<file path="src/rtl/fir_sequencer.sv">
// fir_sequencer: loads NUM_TAPS coefficients into the fir, then feeds
// samples one at a time and hands each result downstream.
module fir_sequencer #(
  parameter int DATA_W   = 8,
  parameter int OUT_W    = 16,
  parameter int NUM_TAPS = 3,
  parameter int TIMEOUT  = 15
) (
  input  logic              clk,
  input  logic              reset,
  input  logic              cfg_start,
  input  logic              cfg_valid,
  input  logic [DATA_W-1:0] cfg_data,
  output logic              cfg_ready,
  input  logic              s_valid,
  input  logic [DATA_W-1:0] s_data,
  output logic              s_ready,
  output logic [DATA_W-1:0] fir_data_in,
  output logic              fir_coef_enable,
  output logic              fir_sample_enable,
  input  logic [OUT_W-1:0]  fir_data_out,
  input  logic              fir_out_enable,
  input  logic              fir_error,
  output logic              m_valid,
  output logic [OUT_W-1:0]  m_data,
  input  logic              m_ready,
  output logic              loaded,
  output logic              err,
  output logic [1:0]        err_code
);

  localparam int IW = (NUM_TAPS > 1) ? $clog2(NUM_TAPS) : 1;
  localparam int CW = IW + 1;
  localparam int TW = (TIMEOUT > 1) ? $clog2(TIMEOUT + 1) : 1;

  localparam logic [CW-1:0] LAST_TAP = CW'(NUM_TAPS - 1);
  localparam logic [CW-1:0] TAPS     = CW'(NUM_TAPS);
  localparam logic [TW-1:0] TMO_LAST = TW'(TIMEOUT - 1);

  localparam logic [1:0] E_FIR   = 2'd1;
  localparam logic [1:0] E_TMO   = 2'd2;
  localparam logic [1:0] E_STRAY = 2'd3;

  typedef enum logic [2:0] {
    S_IDLE,
    S_COLLECT,
    S_BURST,
    S_READY,
    S_WAIT,
    S_HOLD,
    S_ERR
  } state_t;

  state_t state_q, state_d;

  logic [CW-1:0]     cnt_q, cnt_d;
  logic [TW-1:0]     timer_q, timer_d;
  logic [DATA_W-1:0] coef_q [NUM_TAPS];
  logic [DATA_W-1:0] coef_d [NUM_TAPS];

  logic              cfg_ready_d;
  logic              s_ready_d;
  logic [DATA_W-1:0] data_in_d;
  logic              coef_en_d;
  logic              samp_en_d;
  logic              m_valid_d;
  logic [OUT_W-1:0]  m_data_d;
  logic              loaded_d;
  logic              err_d;
  logic [1:0]        code_d;

  logic              trap;
  logic [1:0]        trap_code;

  always_comb begin
    trap      = 1'b0;
    trap_code = 2'd0;
    // fir_error outranks a stray out_enable, which outranks a timeout
    if (fir_error &&
        state_q != S_IDLE &&
        state_q != S_ERR) begin
      trap      = 1'b1;
      trap_code = E_FIR;
    end else if (fir_out_enable &&
                 (state_q == S_READY ||
                  state_q == S_HOLD)) begin
      trap      = 1'b1;
      trap_code = E_STRAY;
    end else if (state_q == S_WAIT &&
                 !fir_out_enable &&
                 timer_q == TMO_LAST) begin
      trap      = 1'b1;
      trap_code = E_TMO;
    end
  end

  always_comb begin
    state_d     = state_q;
    cnt_d       = cnt_q;
    timer_d     = timer_q;
    coef_d      = coef_q;
    cfg_ready_d = cfg_ready;
    s_ready_d   = s_ready;
    data_in_d   = fir_data_in;
    coef_en_d   = 1'b0;
    samp_en_d   = 1'b0;
    m_valid_d   = m_valid;
    m_data_d    = m_data;
    loaded_d    = loaded;
    err_d       = err;
    code_d      = err_code;

    unique case (state_q)
      S_IDLE: begin
        if (cfg_start) begin
          state_d     = S_COLLECT;
          cfg_ready_d = 1'b1;
          cnt_d       = '0;
        end
      end
      S_COLLECT: begin
        if (cfg_start) begin
          cnt_d = '0;
        end else if (cfg_valid) begin
          coef_d[cnt_q[IW-1:0]] = cfg_data;
          if (cnt_q == LAST_TAP) begin
            state_d     = S_BURST;
            cfg_ready_d = 1'b0;
            coef_en_d   = 1'b1;
            // word 0 may be the one arriving now
            data_in_d   = (cnt_q == '0) ? cfg_data
                                        : coef_q[0];
            cnt_d       = CW'(1);
          end else begin
            cnt_d = cnt_q + CW'(1);
          end
        end
      end
      S_BURST: begin
        if (cnt_q == TAPS) begin
          state_d   = S_READY;
          loaded_d  = 1'b1;
          s_ready_d = 1'b1;
          cnt_d     = '0;
        end else begin
          coef_en_d = 1'b1;
          data_in_d = coef_q[cnt_q[IW-1:0]];
          cnt_d     = cnt_q + CW'(1);
        end
      end
      S_READY: begin
        if (s_valid && s_ready) begin
          state_d   = S_WAIT;
          s_ready_d = 1'b0;
          samp_en_d = 1'b1;
          data_in_d = s_data;
          timer_d   = '0;
        end else if (cfg_start) begin
          state_d     = S_COLLECT;
          loaded_d    = 1'b0;
          s_ready_d   = 1'b0;
          cfg_ready_d = 1'b1;
          cnt_d       = '0;
        end
      end
      S_WAIT: begin
        if (fir_out_enable) begin
          state_d   = S_HOLD;
          m_valid_d = 1'b1;
          m_data_d  = fir_data_out;
        end else begin
          timer_d = timer_q + TW'(1);
        end
      end
      S_HOLD: begin
        if (m_ready) begin
          state_d   = S_READY;
          m_valid_d = 1'b0;
          s_ready_d = 1'b1;
        end
      end
      S_ERR: begin
        if (cfg_start) begin
          state_d     = S_COLLECT;
          err_d       = 1'b0;
          code_d      = 2'd0;
          cfg_ready_d = 1'b1;
          cnt_d       = '0;
        end
      end
      default: begin
        state_d = S_IDLE;
      end
    endcase

    if (trap) begin
      state_d     = S_ERR;
      err_d       = 1'b1;
      code_d      = trap_code;
      loaded_d    = 1'b0;
      cfg_ready_d = 1'b0;
      s_ready_d   = 1'b0;
      m_valid_d   = 1'b0;
      coef_en_d   = 1'b0;
      samp_en_d   = 1'b0;
      cnt_d       = '0;
    end
  end

  always_ff @(posedge clk or negedge reset) begin
    if (!reset) begin
      state_q           <= S_IDLE;
      cnt_q             <= '0;
      timer_q           <= '0;
      for (int i = 0; i < NUM_TAPS; i++) begin
        coef_q[i] <= '0;
      end
      cfg_ready         <= 1'b0;
      s_ready           <= 1'b0;
      fir_data_in       <= '0;
      fir_coef_enable   <= 1'b0;
      fir_sample_enable <= 1'b0;
      m_valid           <= 1'b0;
      m_data            <= '0;
      loaded            <= 1'b0;
      err               <= 1'b0;
      err_code          <= 2'd0;
    end else begin
      state_q           <= state_d;
      cnt_q             <= cnt_d;
      timer_q           <= timer_d;
      coef_q            <= coef_d;
      cfg_ready         <= cfg_ready_d;
      s_ready           <= s_ready_d;
      fir_data_in       <= data_in_d;
      fir_coef_enable   <= coef_en_d;
      fir_sample_enable <= samp_en_d;
      m_valid           <= m_valid_d;
      m_data            <= m_data_d;
      loaded            <= loaded_d;
      err               <= err_d;
      err_code          <= code_d;
    end
  end

endmodule
</file>
<file path="config.mk">
export PLATFORM = sky130hd
export DESIGN_NAME = fir_sequencer
export DESIGN_NICKNAME = d
export VERILOG_FILES = /design/src/rtl/fir_sequencer.sv
export SDC_FILE = /design/constraint.sdc
export NUM_CORES = 1
export LEC_CHECK = 0
export BUFFER_PORTS_ARGS = -buffer_cell sky130_fd_sc_hd__buf_2
export CORE_MARGIN = 2
export CORE_UTILIZATION = 59
export DETAILED_ROUTE_END_ITERATION = 7
export PLACE_DENSITY = 0.83
export SYNTH_ARGS = -nofsm -noshare
export SYNTH_HDL_FRONTEND = slang
export SYNTH_SLANG_ARGS = --single-unit
</file>
<file path="constraint.sdc">
create_clock -name clk -period 5.9 [get_ports clk]
set_input_delay 0.59 -clock clk [delete_from_list [all_inputs] [get_ports clk]]
set_output_delay 0.59 -clock clk [all_outputs]
set_load 0.02 [all_outputs]
</file>
Word-level counts from Yosys, hierarchy flattened
Cells that the tools add are included.
{"block": "classes", "addsub": 2, "reduce_logical": 33, "eq_ne": 26, "order_cmp": 2, "bitwise": 2, "mux": 74}
{"operator": "8-bit two-way mux", "count": 9}
{"operator": "3-bit two-way mux", "count": 16}
{"operator": "1-bit two-way mux", "count": 29}
{"operator": "3-bit != test (second input constant)", "count": 9}
{"operator": "24-bit bitwise mux", "count": 1}
{"operator": "8-bit one-hot mux with 3 select lines", "count": 1}
{"operator": "3-bit one-hot mux with 6 select lines", "count": 1}
{"operator": "8-bit binary-select mux with 2-bit select", "count": 1}
{"operator": "8-bit demux with 2-bit select", "count": 1}
{"operator": "3-bit by 2-bit == test with 1-bit output (second input constant)", "count": 4}
{"operator": "2-bit two-way mux", "count": 6}
{"operator": "3-bit one-hot mux with 4 select lines", "count": 1}
{"operator": "3-bit AND reduction", "count": 4}
{"operator": "6-bit AND reduction", "count": 2}
{"operator": "3-bit nonzero test", "count": 4}
{"operator": "2-bit != test (second input constant)", "count": 5}
{"operator": "3-bit == test (second input constant)", "count": 3}
{"operator": "4-bit two-way mux", "count": 2}
{"operator": "4-bit one-hot mux with 2 select lines", "count": 1}
{"operator": "4-bit AND reduction", "count": 2}
{"operator": "4-bit nonzero test", "count": 2}
{"operator": "1-bit logical AND", "count": 7}
{"operator": "3-bit logical NOT", "count": 2}
{"operator": "1-bit one-hot mux with 2 select lines", "count": 3}
{"operator": "other kinds (19)", "count": 23}
{"block": "totals", "in_bits": 40, "elab_cells": 155, "ff_bits": 67}

Longest topological paths before layout
{"block": "depth", "depth_word": 8, "depth_mapped": 8, "mapped_depth_nobuf": 6}

Least setup slack after synthesis
OpenSTA, ideal clock, no wires.
{"block": "synth_timing", "path_kind": "register to register", "startpoint": "register cnt_q[1]", "endpoint": "register fir_data_in[0]", "t_arrival_ns": 2.272, "path_slack_ns": 3.503, "period_less_slack_ns": 2.397, "setup_ns": 0.125, "stages_incl_launch_ff": 9, "path_cell_list": "dfrtp_1 > clkbuf_1 > inv_1 > ha_1 > nor2b_1 > clkbuf_1 > mux2_2 > a221o_1 > mux2_2"}
{"block": "synth_via", "elab_chain_cells": 6, "elab_cells_between_ends": 16}
{"item": "from (decl)", "line_no": "56", "source": "logic [CW-1:0] cnt_q, cnt_d;"}
{"item": "from (signal assigned)", "line_no": "230", "source": "cnt_q <= cnt_d;"}
{"item": "2-bit NOT with 3-bit output (not written as such) or 3-bit logical NOT (tied branches)", "line_no": "147, 131"}
{"item": "8-bit binary-select mux with 2-bit select or 8-bit two-way mux (tied branches)", "line_no": "147, 131"}
{"item": "8-bit two-way mux, on equally long branches", "line_no": "147, 126"}
{"item": "8-bit two-way mux, on equally long branches", "line_no": "147, 124"}
{"item": "8-bit two-way mux, on equally long branches", "line_no": "140, 122"}
{"item": "8-bit one-hot mux with 3 select lines", "line_no": "113", "source": "unique case (state_q)"}
{"item": "to (signal assigned)", "line_no": "235", "source": "fir_data_in <= data_in_d;"}
{"item": "to (decl)", "line_no": "18", "source": "output logic [DATA_W-1:0] fir_data_in,"}
Several ways; a longest one is shown, not always the timed one. The select of a mux whose other input is x is not followed.
A chain may end at the register's enable or synchronous reset.

Final worst setup path
{"block": "layout_timing", "startpoint": "register cnt_q[1]", "endpoint": "register fir_data_in[2]"}
The elaborated chain is that of the path after synthesis.

==> results.md <==
| Step | Item | This run |
|:---|:---|:---|
| run status | Result of the run | finished, final reports clean |
| cts | Worst-Skew Late Latency | 340 ps |
| routing | Drt pass-1 iters | 4 |
| global route | Largest net degree at the start of global routing | 68 |
| synth | Synthesized area divided by synthesized cell count | 11.8 µm² |
| global route | Initial antenna violation count | 0 |
| cts | TritonCTS clock tree | built |
| worst setup path | CP required | 6130 ps |
| cells and area | Post-synthesis to final-layout area growth | 16.0% |
| routing | Final routed DRC violation total | 0 |
| synth | Commonest cells in the synthesized netlist | sky130_fd_sc_hd__dfrtp_1 (67), sky130_fd_sc_hd__mux2_2 (57), sky130_fd_sc_hd__nand2_1 (18), sky130_fd_sc_hd__nor2_1 (12), sky130_fd_sc_hd__a21oi_1 (10) |
| hold path | Worst hold-check path type | input pin to async pin |
| sta | Final setup violation count | 0 |
| die | Top-level port count | 73 |
| cells and area | Final instance area | 0.00411 mm² |
| place | GPL Wtd Cong | 0.860 |
| synth | Synthesized instance count | 301 |
| synth | Synthesized-area fraction occupied by ao, oa, aoi and oai cells | 0.136 |
| die | Floorplan Core Area | 0.00585 mm² |
| cts | Number of clock sinks seen by CTS | 67 |
| sta | Total Neg Setup Slack | 0 ps |
| routing | Count of antenna-violating nets left after detailed routing | 0 |
| synth | Cell taking the most area after synthesis | sky130_fd_sc_hd__dfrtp_1 |
| synth | Yosys reg bits | 67 |
| routing | Vias | 2635 |
| power and ir drop | Leakage | 1.96 nW |
| synth | Sequential cell area fraction in the yosys report | 0.474 |
| synth | Post-synthesis share of cell area spent on xor and xnor gates | 0.00742 |
| die | Total Die Area | 0.00663 mm² |
| sta | Worst slack on hold paths | 422 ps |
| global route | Global-route wire length before repair | 12200 µm |
| worst setup path | Crit path max fanout | 13 |
| power and ir drop | IR drop worst, VDD | 372 µV |
| routing | Number of DRC violations after detailed-routing iteration 0 | 221 |
| synth | Number of synthesized flops with an enable pin | 0 |
| synth | Dominant combinational cell family by area after synthesis | multiplexers |
| cells and area | Area of all sequential standard cells | 0.00168 mm² |
| run | Max Cap Violations | 0 |
| worst setup path | Kind of launch point of the worst setup path | flip-flop |
| synth | Post-synthesis share of cell area spent on full adders, half adders and majority gates | 0.0283 |
| power and ir drop | Areal power density over the cells | 527 mW/mm² |
| sta | Max_slew headroom | 0.207 |
| routing | Per-cell via count in the routed design | 5.88 |
| die | Row count | 28 |
| sta | Setup repair after global routing missed its margin | no |
| global route | Vias in the first global route | 2567 |
| synth | Top cells by area in the synthesized netlist | sky130_fd_sc_hd__dfrtp_1 (47%), sky130_fd_sc_hd__mux2_2 (18%), sky130_fd_sc_hd__ha_1 (2.8%) |
| die | Initial Utilization | 0.605 |
| synth | Fraction of synthesis flops using an asynchronous set or reset pin | 1.00 |
| synth | Most common cell in the netlist | sky130_fd_sc_hd__dfrtp_1 |
| cells and area | Number of antenna repair diodes | 0 |
| synth | Post-synth top flop | sky130_fd_sc_hd__dfrtp_1 |
| synth | Net count after synthesis | 349 |
| sta | Clock Skew | 9.95 ps |
| cts | Clock Tree Root | sky130_fd_sc_hd__clkbuf_8 |
| synth | Number of distinct standard cells referenced by the synthesized netlist | 55 |
| synth | Count of synthesis-stage warnings from yosys | 0 |
| synth | Post-synth top area share | 0.474 |
| routing | Average wire per standard cell | 17.0 µm |
| place | Detailed-placement wirelength estimate | 5240 µm |
| global route | Total Routing Usage GR | 0.242 |
| cts | Buffer levels on the longest clock path | 2 |
| sta | Tcrit/Tclk final | 0.477 |
| cells and area | Proportion of layout cells with a drive suffix above 1 | 0.416 |
| worst setup path | Type of the setup path with the least slack | flip-flop to flip-flop |
| cts | Clock buffer count from CTS | 9 |
| die | Die Span X | 81.5 µm |
| cts | Maximum level of the CTS H-tree | 3 |
| cells and area | Fillers | 430 |
| die | Vert. Die Dim | 81.5 µm |
| cells and area | Post-layout net count | 416 |
| cts | Post-CTS Setup Bufs | 0 |
| worst setup path | Arrival time worst endpoint | 3040 ps |
| worst setup path | Crit end category | flip-flop |
| cts | Clock transition at the registers of the reported paths | 70 ps |
| synth | Share of synthesized cell area in and, or, nand and nor gates | 0.115 |
| worst setup path | Worst r2r path cells | 6 |
| synth | Share of cell area taken by muxes after synthesis | 0.207 |
| cts | Hold buffer count at cts | 0 |
| sta | Final Hold Vio Count | 0 |
| routing | Total wire length | 7620 µm |
| synth | Netlist area before placement | 0.00354 mm² |
| sta | Max Clock Freq | 355 MHz |
| sta | Worst Max-Slew Pin Slew | 1190 ps |
| cts | Post-CTS Resized | 0 |
| cells and area | Area of combinational cells with multiple inputs | 0.00175 mm² |
| global route | Total gr overflow | 0 |
| sta | Number of pins with negative max-slew slack in the final report | 0 |
| sta | Post-layout minimum cycle time | 2820 ps |
| place | Placed instance area | 0.00392 mm² |
| place | # port buffers | 72 |
[critical path, stage by stage (launching register included)]
cell and delay [ps]:
sky130_fd_sc_hd__dfrtp_1 610, sky130_fd_sc_hd__inv_1 170, sky130_fd_sc_hd__ha_1 180, sky130_fd_sc_hd__nor2b_1 710, sky130_fd_sc_hd__mux2_2 410, sky130_fd_sc_hd__a221o_1 350, sky130_fd_sc_hd__mux2_2 270
[routing by layer]
metal | track usage | wire (µm) | up-vias
met5 | 0 | 0 | -
met4 | 0.0949 | 121 | 0
met3 | 0.0538 | 450 | 12
met2 | 0.366 | 3660 | 89
met1 | 0.342 | 3380 | 1285
li1 | - | - | 1249
[area by class of cell]
type	count	area share
clock inverter	4	0.00579
tap	75	0.0229
clock buffer	12	0.0402
multi-input combinational	209	0.426
timing repair buffer	73	0.0896
inverter	8	0.00731
sequential	67	0.408
[worst paths after layout]
kind	slack, ps	start	end
worst max-delay path	3080	cnt_q[1]$_DFFE_PN0P_	fir_data_in[2]$_DFFE_PN0P_
worst min-delay path	420	reset	fir_data_in[7]$_DFFE_PN0P_
worst max register to register	3080	cnt_q[1]$_DFFE_PN0P_	fir_data_in[2]$_DFFE_PN0P_
worst min register to register	470	err$_DFFE_PN0P_	err$_DFFE_PN0P_
max in group asynchronous	4930	reset	coef_q[21]$_DFFE_PN0P_
min in group clk	470	err$_DFFE_PN0P_	err$_DFFE_PN0P_
[power by group]
part / internal [mW] / switching, mW
combinational: 0.466 / 0.504
sequential: 0.644 / 0.193
clock: 0.185 / 0.171
total: 1.30 / 0.868
[kinds of logic after synthesis]
| logic type | count (synthesis) |
|---|---|
| AOI/OAI and AO/OA | 61 |
| adders and majority gates | 8 |
| buffers and inverters | 25 |
| DFF | 67 |
| and+or+nand+nor | 71 |
| xor gates and xnor gates | 3 |
| muxes | 66 |
[sequential cells by signal, indices dropped and copies added (netlist names)]
register and count:
m_data 16, err 1, cnt_q 3, state_q 3, err_code 2, s_ready 1, fir_sample_enable 1, fir_data_in 8
cfg_ready 1, coef_q 24, loaded 1, timer_q 4, fir_coef_enable 1, m_valid 1
[per-stage QoR]
step	power, mW	instances	worst slack, ps	utilization
after floorplan	1.55	301	3500	-
after global placement	1.76	432	3280	0.669
after detailed placement	1.81	432	3160	0.669
after CTS	2.17	448	3130	0.702
after global routing	2.30	448	2980	0.702
final	2.16	448	3080	0.702
[cells in the final DEF, fill, tap and decap left out, types with 2 or more instances in the layout]
master                       n
sky130_fd_sc_hd__nand4_1     2
sky130_fd_sc_hd__nand2b_1    3
sky130_fd_sc_hd__o21ai_0     8
sky130_fd_sc_hd__mux2_2     57
sky130_fd_sc_hd__nand3_1     5
sky130_fd_sc_hd__a211oi_1    3
sky130_fd_sc_hd__nor3_1      2
sky130_fd_sc_hd__nor2_1     12
sky130_fd_sc_hd__buf_2      72
sky130_fd_sc_hd__clkbuf_8   12
sky130_fd_sc_hd__mux2i_1     9
sky130_fd_sc_hd__inv_1       8
sky130_fd_sc_hd__clkinv_2    3
sky130_fd_sc_hd__ha_1        8
sky130_fd_sc_hd__a21oi_1    10
sky130_fd_sc_hd__o2bb2ai_1   9
sky130_fd_sc_hd__dfrtp_1    67
sky130_fd_sc_hd__a221o_1     9
sky130_fd_sc_hd__nor2b_1     6
sky130_fd_sc_hd__nand2_1    18
sky130_fd_sc_hd__nor3b_1     2
sky130_fd_sc_hd__a21o_1      4
sky130_fd_sc_hd__and3_1      9
sky130_fd_sc_hd__xnor2_1     2
sky130_fd_sc_hd__a311oi_1    2
Power figures use the tool's default switching activity.
